`src/rtl/bus_pkg.sv`:
```
// Shared encodings for the multiplexed-address bus sequencer.
package bus_pkg;

    typedef enum logic [1:0] {
        IDLE    = 2'd0,
        ADDR_HI = 2'd1,
        ADDR_LO = 2'd2,
        DATA    = 2'd3
    } state_e;

    localparam logic [7:0] OE_ALL  = 8'hFF;
    localparam logic [7:0] OE_NONE = 8'h00;

endpackage

```
`src/rtl/bus_phase_sequencer.sv`:
```
// Sequences one core access onto an 8-bit multiplexed address/data bus.
// Define BUS_WAIT_EN to let bus_wait stretch the DATA phase.
module bus_phase_sequencer
    import bus_pkg::*;
#(
    parameter logic [7:0] IDLE_ADDR = 8'h00
) (
    input  logic        clk,
    input  logic        rst,
    input  logic        req_valid,
    output logic        req_ready,
    input  logic [15:0] req_addr,
    input  logic [7:0]  req_wdata,
    input  logic        req_we,
    output logic        rsp_valid,
    output logic [7:0]  rsp_rdata,
    output logic [7:0]  bus_addr,
    output logic        bus_phase,
    output logic        bus_rw,
    output logic [7:0]  bus_data_out,
    output logic [7:0]  bus_data_oe,
    input  logic [7:0]  bus_data_in,
    input  logic        bus_wait
);

    state_e      state_q;
    logic [15:0] addr_q;
    logic [7:0]  wdata_q;
    logic        we_q;
    logic        req_ready_q;
    logic        rsp_valid_q;
    logic [7:0]  rdata_q;
    logic [7:0]  bus_addr_q;
    logic        bus_phase_q;
    logic        bus_rw_q;
    logic [7:0]  dout_q;
    logic [7:0]  oe_q;
    logic        data_done_d;

`ifdef BUS_WAIT_EN
    assign data_done_d = ~bus_wait;
`else
    logic unused_bus_wait;
    assign unused_bus_wait = bus_wait;
    assign data_done_d     = 1'b1;
`endif

    // Outputs are loaded with the values of the state being entered, so
    // every bus pin comes straight from a flop.
    always_ff @(posedge clk or posedge rst) begin
        if (rst) begin
            state_q     <= IDLE;
            addr_q      <= 16'h0000;
            wdata_q     <= 8'h00;
            we_q        <= 1'b0;
            req_ready_q <= 1'b1;
            rsp_valid_q <= 1'b0;
            rdata_q     <= 8'h00;
            bus_addr_q  <= IDLE_ADDR;
            bus_phase_q <= 1'b0;
            bus_rw_q    <= 1'b1;
            dout_q      <= 8'h00;
            oe_q        <= OE_NONE;
        end else begin
            rsp_valid_q <= 1'b0;
            case (state_q)
                IDLE: begin
                    if (req_valid) begin
                        addr_q      <= req_addr;
                        wdata_q     <= req_wdata;
                        we_q        <= req_we;
                        state_q     <= ADDR_HI;
                        req_ready_q <= 1'b0;
                        bus_addr_q  <= req_addr[15:8];
                        bus_phase_q <= 1'b0;
                        bus_rw_q    <= ~req_we;
                    end
                end
                ADDR_HI: begin
                    state_q     <= ADDR_LO;
                    bus_addr_q  <= addr_q[7:0];
                    bus_phase_q <= 1'b1;
                end
                ADDR_LO: begin
                    state_q <= DATA;
                    if (we_q) begin
                        dout_q <= wdata_q;
                        oe_q   <= OE_ALL;
                    end
                end
                DATA: begin
                    if (data_done_d) begin
                        state_q     <= IDLE;
                        req_ready_q <= 1'b1;
                        rsp_valid_q <= 1'b1;
                        if (!we_q)
                            rdata_q <= bus_data_in;
                        bus_addr_q  <= IDLE_ADDR;
                        bus_phase_q <= 1'b0;
                        bus_rw_q    <= 1'b1;
                        dout_q      <= 8'h00;
                        oe_q        <= OE_NONE;
                    end
                end
                default: state_q <= IDLE;
            endcase
        end
    end

    assign req_ready    = req_ready_q;
    assign rsp_valid    = rsp_valid_q;
    assign rsp_rdata    = rdata_q;
    assign bus_addr     = bus_addr_q;
    assign bus_phase    = bus_phase_q;
    assign bus_rw       = bus_rw_q;
    assign bus_data_out = dout_q;
    assign bus_data_oe  = oe_q;

endmodule

```
`config.mk`:
```
export PLATFORM = sky130hd
export DESIGN_NAME = bus_phase_sequencer
export DESIGN_NICKNAME = d
export VERILOG_FILES = /design/src/rtl/bus_pkg.sv /design/src/rtl/bus_phase_sequencer.sv
export SDC_FILE = /design/constraint.sdc
export NUM_CORES = 1
export LEC_CHECK = 0
export CORE_ASPECT_RATIO = 2
export CORE_UTILIZATION = 48
export DETAILED_ROUTE_END_ITERATION = 12
export GPL_TIMING_DRIVEN = 0
export PLACE_DENSITY = 0.92
export RECOVER_POWER = 50
export SYNTH_ARGS = -nofsm -noshare
export SYNTH_HDL_FRONTEND = slang
export SYNTH_SLANG_ARGS = --single-unit
```
`constraint.sdc`:
```
create_clock -name clk -period 3.7 [get_ports clk]
set_input_delay 0.74 -clock clk [delete_from_list [all_inputs] [get_ports clk]]
set_output_delay 0.74 -clock clk [all_outputs]
set_load 0.03 [all_outputs]
```
==> results of run 1 <==
[critical path, stage by stage, from the launching register on]
cell and delay (ps):
dfrtp_1 490, buf_4 160, clkdlybuf4s50_1 660
[metal layers]
metal,vias up,wire [um],global-route usage (%)
li1,705,-,-
met1,722,1510,20.4
met2,51,2270,35.6
met3,11,155,3.86
met4,0,123,11.8
met5,-,0,0
[worst min-delay path by stage]
stage	end	slack, ps	cells past startpoint
CTS	req_ready	490	2
finish	req_ready	490	2
detailed placement	bus_data_out[4]	470	1
global placement	req_ready	450	2
global route	bus_data_out[4]	510	1
floorplan	bus_data_out[0]	460	1
[area by class of cell]
type / count / area (um^2)
Fill cell: 267 / 1140
Clock buffer: 6 / 82.6
Buffer: 14 / 95.1
Inverter: 5 / 18.8
Tap cell: 52 / 65.1
Multi-Input combinational cell: 90 / 733
Sequential cell: 48 / 1200
Clock inverter: 2 / 15.0
Timing Repair Buffer: 72 / 731
[placed cells by master (no fill, tap or decap), drive strengths merged]
cell,instances
nand2,4
o21ai,19
nand3b,1
a22o,6
nor3,1
a31oi,1
nor2b,4
buf,11
clkdlybuf4s50,69
dfstp,2
or2,1
mux2,27
inv,5
mux2i,3
dfrtp,46
nand2b,1
a21oi,6
a22oi,5
dlygate4sd3,2
clkinvlp,2
nor3b,3
ha,6
nor2,2
clkbuf,10
[state kept, by name, indices dropped and copies added (netlist names)]
signal,flops
addr_q,8
bus_addr,8
bus_data_out,8
rsp_rdata,8
wdata_q,8
state_q,2
bus_data_oe,1
bus_phase,1
bus_rw,1
req_ready,1
rsp_valid,1
we_q,1
[cell families (layout without fill, tap and decap cells)]
| logic type | Yosys count | count (layout) | synth area share, % |
|---|---|---|---|
| flip-flops | 48 | 48 | 58.3 |
| AND/OR/NAND/NOR | 17 | 17 | 5.09 |
| multiplexers | 30 | 30 | 16.6 |
| AO/OA/AOI/OAI | 37 | 37 | 10.7 |
| buffers and inverters | 19 | 99 | 5.64 |
| adder cells (fa/ha/maj) | 6 | 6 | 3.64 |
[metrics by stage]
step                area (um^2)  std cells  setup slack (ps)
floorplan                  2060        157              1820
global placement           2840        280               957
detailed placement         2860        281              1500
CTS                        2960        289              1320
global route               2940        289              1260
finish                     2940        289              1350
[power by group]
part	switching (uW)	leakage, uW	internal (uW)
registers	143	0.000584	777
logic	719	0.000642	665
clock network	174	0.0000434	151
==> impl_metrics.csv, run 1 <==
group,metric,value,unit
sta,max_freq,0.426,GHz
floorplan,die_x,48.4,um
clock_tree,post_cts_resized,0,
worst_setup_path,required,2960,ps
routing,dr.pass1.iters,4,
grt,antenna_found_initial,0,
yosys,ys_types,27,
yosys,synth.largest_area_cell,"dfrtp_1",
yosys,synth_area,0.00206,mm^2
job,drv_cap,0,
power,pwr_density_cell,893,mW/mm^2
worst_setup_path,r2r-end,"wdata_q[3]",
clock_tree,post_cts_buffers,0,
place,hpwl,3120,um
yosys,synth-seq-cells,48,
yosys,async_reset_ff_share,100,%
grt,grt_pass1_wl,6670,um
cells_and_area,n_antenna_cell,0,
routing,drc,0,
floorplan,pin_count,73,
power,leakagePower,0.00127,uW
cells_and_area,nets,279,
hold_path,min_from,"req_ready",
worst_setup_path,r2r_start,"state_q[0]",
yosys,syn_inst,157,
yosys,synth_area_leaders,"dfrtp_1 (56%), mux2_2 (14%), o21ai_0 (4.6%)",
sta,worstMarginPinSlew,462,ps
sta,setup_viol,0,
yosys,yosys.area.top_type_share,55.8,%
floorplan,design.core.area,0.00409,mm^2
yosys,synthFlopType,"dfrtp_1",
grt,grt_usage,19.5,%
worst_setup_path,crit_path_end,"bus_data_oe[1]",
worst_setup_path,crit_arrival,1610,ps
clock_tree,insertion_delay,310,ps
worst_setup_path,startpoint,"bus_data_oe[6]",
power,power,2630,uW
routing,drtIter0Drc,18,
yosys,synth_edf_count,0,
place,portBuffers,71,
power,peakVddDrop,0.615,mV
sta,hold_viol,0,
worst_setup_path,crit_type,"reg -> out",
routing,ant_nets,0,
cells_and_area,drive_gt1_share,20.7,%
floorplan,num_rows,33,
sta,max_slew_margin,68.6,%
sta,maxSlewViolCount,0,
clock_tree,cts_tree,"built",
cells_and_area,area_growth,42.7,%
cells_and_area,final_core_utilization,72.0,%
yosys,ys_warn_count,0,
sta,hold_slack,486,ps
floorplan,die_area,0.00458,mm^2
sta,finClkSkew,11.8,ps
outcome,status,"finished, final reports clean",
place,place_congestion,0.771,
worst_setup_path,crit_path_max_fanout,9,
hold_path,min_path_type,"reg -> reg",
sta,min_period,2350,ps
worst_setup_path,ff2ff_path_depth,5,
sta,finalCritPeriodShare,63.4,%
routing,finalWirelength,4060,um
clock_tree,cts_buffers,5,
worst_setup_path,rrSetupSlack,1920,ps
yosys,avgSynthCellArea,13.1,um^2
grt,grt_max_degree,43,
yosys,synth_common_cells,"dfrtp_1 (46), mux2_2 (26), o21ai_0 (19), buf_4 (7)",
routing,wl_per_cell,14.0,um
routing,vias,1489,
grt,gr-total-overflow,0,
clock_tree,postCtsHoldBufs,0,
clock_tree,cts_buffer_depth,2,
clock_tree,clk_pin_slew,80,ps
yosys,syn-num-nets,200,
grt,grt_pass1_vias,1500,
clock_tree,ctsHtreeMaxLevel,2,
sta,rsz0062_at_grt,"no",
clock_tree,root_buffer,"clkbuf_8",
yosys,yosysMostFrequentCell,"dfrtp_1",
worst_setup_path,endpoint_kind,"output port",
worst_setup_path,critPathLaunchType,"flop",
routing,post_drt_via_cell_ratio,5.15,
yosys,yosysSeqAreaShare,58.3,%
floorplan,die_h,94.7,um
floorplan,initial_core_util,50.5,%
clock_tree,clock_sinks,48,
sta,setup_tns,0,ps
No activity file was read; power rests on OpenSTA's default activity.
==> run 2, diff against run 1 <==
- CORE_UTILIZATION: 48 -> 40
- PLACE_DENSITY: 0.92 -> 0.82
- clock period: 3.7 -> 2.11 ns (I/O delays scaled with it)
==> run 2 against run 1 <==
Net effect:
- sequential power increased by 75%
- utilization decreased by 12 points
- clock power increased by 110%
- die area increased by 19%
- non-clock buffer count did not move
- setup slack got worse by 1300 ps
- wire length increased by 6.9%
- critical endpoint is now bus_data_oe[7]
- largest cell class unchanged
- clock-buffer cell count down 1
- final area rose by 0.34%
- hold slack got worse by 12 ps
==> impl_metrics.csv, run 2 (same netlist as run 1, synthesis figures left out) <==
group,metric,value,unit
floorplan,initial_core_util,42.0,%
sta,hold_slack,474,ps
routing,vias,1486,
place,place_congestion,0.719,
floorplan,num_rows,36,
grt,grt_busiest_layer,"met2",
worst_setup_path,slowest_stage,"clkdlybuf4s50_1",
routing,drtIter0Drc,21,
sta,max_freq,0.496,GHz
clock_tree,clock_sinks,48,
hold_path,min_path_type,"reg -> reg",
routing,post_drt_via_cell_ratio,5.05,
floorplan,design.core.area,0.00491,mm^2
routing,ant_nets,0,
routing,wl_per_cell,14.7,um
job,drv_cap,0,
cells_and_area,nets,279,
worst_setup_path,slowest_delay,650,ps
grt,antenna_found_initial,0,
cells_and_area,layout_common_cells,"clkdlybuf4s50_1 (70), dfrtp_1 (46), mux2_2 (26)",
worst_setup_path,crit_path_max_fanout,9,
worst_setup_path,critPathLaunchType,"flop",
sta,setup_viol,0,
routing,finalWirelength,4340,um
power,peakVddDrop,1.31,mV
routing,dr.pass1.iters,3,
power,power,4730,uW
clock_tree,clk_pin_slew,90,ps
clock_tree,insertion_delay,300,ps
cells_and_area,n_antenna_cell,0,
worst_setup_path,crit_type,"reg -> out",
cells_and_area,area_growth,43.2,%
grt,gr-usage-met2,31.6,%
grt,grt_util_met1,19.1,%
sta,max_slew_margin,41.9,%
power,pwr_density_cell,1600,mW/mm^2
clock_tree,postCtsHoldBufs,0,
worst_setup_path,endpoint_kind,"output port",
floorplan,die_h,104,um
floorplan,die_area,0.00547,mm^2
cells_and_area,drive_gt1_share,21.1,%
floorplan,die_x,52.8,um
sta,min_period,2020,ps
power,leakagePower,0.00128,uW
sta,worstMarginPinSlew,872,ps
place,portBuffers,71,
sta,hold_viol,0,
sta,maxSlewViolCount,0,
sta,rsz0062_at_grt,"no",
cells_and_area,layout_commonest_cell,"clkdlybuf4s50_1",
outcome,status,"finished, final reports clean",
place,hpwl,3290,um
clock_tree,post_cts_resized,0,
clock_tree,cts_buffers,5,
sta,finClkSkew,6.47,ps
clock_tree,cts_tree,"built",
floorplan,pin_count,73,
worst_setup_path,crit_path_cell_trace,"buf_4, clkdlybuf4s50_1",
grt,met3_usage,2.64,%
routing,drc,0,
clock_tree,ctsHtreeMaxLevel,2,
grt,grt_usage,17.6,%
worst_setup_path,crit_arrival,1590,ps
grt,grt_max_degree,37,
clock_tree,post_cts_buffers,0,
clock_tree,root_buffer,"clkbuf_8",
clock_tree,cts_buffer_depth,2,
worst_setup_path,required,1690,ps
grt,grt_pass1_vias,1534,
grt,grt_pass1_wl,7130,um
grt,gr-total-overflow,0,
sta,finalCritPeriodShare,95.6,%
[run 2: changes by cell type in the layout (fill, tap and decap cells not counted), sizes merged]
cell / change
bufinv: +1
clkbuf: -1
clkdlybuf4s50: +1
clkinvlp: -1
dlygate4sd3: -1
inv: +1
[run 2: metal layers]
layer | part of all wire [%] | wire length [um] | vias to the layer above
met5 | 0 | 0 | -
met4 | 1.8 | 80 | 0
met3 | 3.6 | 158 | 6
met2 | 59 | 2580 | 45
met1 | 35 | 1520 | 732
li1 | - | - | 703
[run 2: per-stage QoR]
| stage | setup slack, ps | std cells | setup TNS, ps | instance area, um^2 | util [%] |
|---|---|---|---|---|---|
| finish | 93.0 | 294 | 0 | 2950 | 60.2 |
| global route | 1.33 | 294 | 0 | 2950 | 60.2 |
| CTS | 58.6 | 294 | 0 | 2980 | 60.7 |
| detailed placement | 232 | 286 | 0 | 2870 | 58.4 |
| global placement | -376 | 285 | -17170 | 2850 | 58.0 |
| floorplan | 536 | 157 | 0 | 2060 | - |
[run 2: where the power goes]
part | switching (uW) | total [uW] | internal [uW]
logic | 1280 | 2440 | 1170
registers | 247 | 1610 | 1360
clock network | 316 | 674 | 357
[run 2: final timing paths]
kind | start | to | slack (ps) | depth (start not counted)
min in group asynchronous | rst | addr_q[4] | 580 | 2
max in group asynchronous | rst | addr_q[0] | 320 | 3
setup / recovery | bus_data_oe[6] | bus_data_oe[7] | 90 | 2
setup reg to reg | state_q[0] | addr_q[0] | 290 | 5
hold / removal | req_ready | req_ready | 470 | 2
hold reg to reg | req_ready | req_ready | 470 | 2
[run 2: cell type report]
class                           count  area [um^2]
Sequential cell                    48         1200
Clock inverter                      3         46.3
Clock buffer                        5         68.8
Tap cell                           57         71.3
Fill cell                         400         1960
Inverter                            5         18.8
Multi-Input combinational cell     90          733
Buffer                             14         96.3
Timing Repair Buffer               72          716
[run 2: critical path: cells and delay by family, from the launching register on]
family | cells | cell delay [ps]
buf+inv | 2 | 810
flops | 1 | 490
==> run 3, diff against run 2 <==
- CAP_MARGIN: not set -> 20
- SLEW_MARGIN: not set -> 20
==> run 3 against run 2 <==
Net effect:
- sequential power is essentially flat
- sequential share of layout area shrank 0.086 points
- first-iteration DRC count grew 29%
==> impl_metrics.csv, run 3 (same netlist as run 1, synthesis figures left out) <==
group,metric,value,unit
outcome,status,"finished, final reports clean",
place,hpwl,3310,um
cells_and_area,nets,279,
floorplan,die_area,0.00547,mm^2
cells_and_area,drive_gt1_share,21.1,%
sta,finClkSkew,6.76,ps
worst_setup_path,ff2ff_path_depth,5,
grt,grt_max_degree,36,
cells_and_area,multi_input_area,733,um^2
place,dp.cells,286,
sta,min_period,2010,ps
floorplan,die_x,52.8,um
place,place_area,0.00287,mm^2
routing,vias,1485,
clock_tree,cts_buffers,5,
worst_setup_path,r2r_start,"state_q[0]",
floorplan,pin_count,73,
grt,grt_pass1_wl,6910,um
sta,hold_viol,0,
clock_tree,ctsHtreeMaxLevel,2,
floorplan,design.core.area,0.00491,mm^2
cells_and_area,final_cell_count_no_fill,294,
worst_setup_path,endpoint_kind,"output port",
worst_setup_path,crit_arrival,1580,ps
grt,grt_pass1_vias,1515,
floorplan,die_h,104,um
sta,max_freq,0.499,GHz
routing,ant_nets,0,
sta,maxSlewViolCount,0,
clock_tree,root_buffer,"clkbuf_8",
floorplan,num_rows,36,
cells_and_area,layout_common_cells,"clkdlybuf4s50_1 (70), dfrtp_1 (46), mux2_2 (26)",
clock_tree,postCtsHoldBufs,0,
cells_and_area,design_area,0.00296,mm^2
job,drv_cap,0,
grt,antenna_found_initial,0,
worst_setup_path,r2r-end,"wdata_q[4]",
worst_setup_path,required,1690,ps
sta,max_slew_margin,42.2,%
routing,dr.pass1.iters,3,
sta,worst_slack,104,ps
sta,rsz0062_at_grt,"no",
sta,finalCritPeriodShare,95.1,%
worst_setup_path,critPathLaunchType,"flop",
routing,drtIter0Drc,27,
power,power,4730,uW
grt,gr-total-overflow,0,
routing,drc,0,
floorplan,initial_core_util,42.0,%
cells_and_area,fillCellCount,400,
power,pwr_density_cell,1600,mW/mm^2
worst_setup_path,rrSetupSlack,300,ps
cells_and_area,area_growth,43.5,%
place,portBuffers,71,
place,place_congestion,0.719,
power,leakagePower,0.00129,uW
cells_and_area,n_antenna_cell,0,
routing,wl_per_cell,14.4,um
clock_tree,insertion_delay,300,ps
hold_path,min_from,"req_ready",
hold_path,hold_end,"req_ready",
sta,setup_viol,0,
clock_tree,clk_pin_slew,90,ps
cells_and_area,register_area,0.00120,mm^2
clock_tree,clock_sinks,48,
cells_and_area,layout_commonest_cell,"clkdlybuf4s50_1",
sta,hold_slack,474,ps
routing,finalWirelength,4230,um
hold_path,min_path_type,"reg -> reg",
worst_setup_path,crit_type,"reg -> out",
clock_tree,post_cts_buffers,0,
grt,grt_usage,17.1,%
clock_tree,post_cts_resized,0,
clock_tree,cts_tree,"built",
clock_tree,cts_buffer_depth,2,
place,post-place-ws,234,ps
sta,worstMarginPinSlew,866,ps
power,peakVddDrop,1.09,mV
routing,post_drt_via_cell_ratio,5.05,
worst_setup_path,crit_path_max_fanout,9,
hold_path,hold_depth,2,
worst_setup_path,startpoint,"bus_data_oe[6]",
run 3: metrics by stage:
stage | TNS (ps) | util [%]
6_report | 0 | 60.3
5_1_grt | 0 | 60.3
4_1_cts | 0 | 60.8
3_5_place_dp | 0 | 58.4
3_3_place_gp | -17170 | 58.0
2_1_floorplan | 0 | -
run 3: area by class of cell:
cell class / instances / share of cell area (%)
Clock buffer: 6 / 2.79
Clock inverter: 2 / 1.31
Sequential cell: 48 / 40.7
Multi-Input combinational cell: 90 / 24.8
Tap cell: 57 / 2.41
Buffer: 14 / 3.25
Inverter: 5 / 0.634
Timing Repair Buffer: 72 / 24.2
run 3: worst max-delay path: stages (launching register included):
cell and delay [ps]:
dfrtp_1 480, buf_4 150, clkdlybuf4s50_1 660
run 3: how the worst max path moves through the flow:
stage | to | slack [ps] | cells after the start
6_report | bus_data_oe[2] | 100 | 2
5_1_grt | bus_data_oe[3] | 20 | 2
4_1_cts | bus_data_oe[2] | 70 | 2
3_5_place_dp | wdata_q[4] | 230 | 4
3_3_place_gp | bus_data_out[0] | -380 | 2
2_1_floorplan | bus_phase | 540 | 6
run 3: power breakdown:
group | total [uW] | switching [uW] | internal, uW
combinational | 2430 | 1270 | 1170
sequential | 1610 | 246 | 1360
clock | 691 | 304 | 387
total | 4730 | 1820 | 2910
run 3: layer usage:
metal	vias to the layer above	global-route usage, %	wire length (um)
met2	49	31.1	2430
met5	-	0	0
met4	0	7.52	117
met3	10	3.82	177
met1	725	17.4	1500
li1	701	-	-
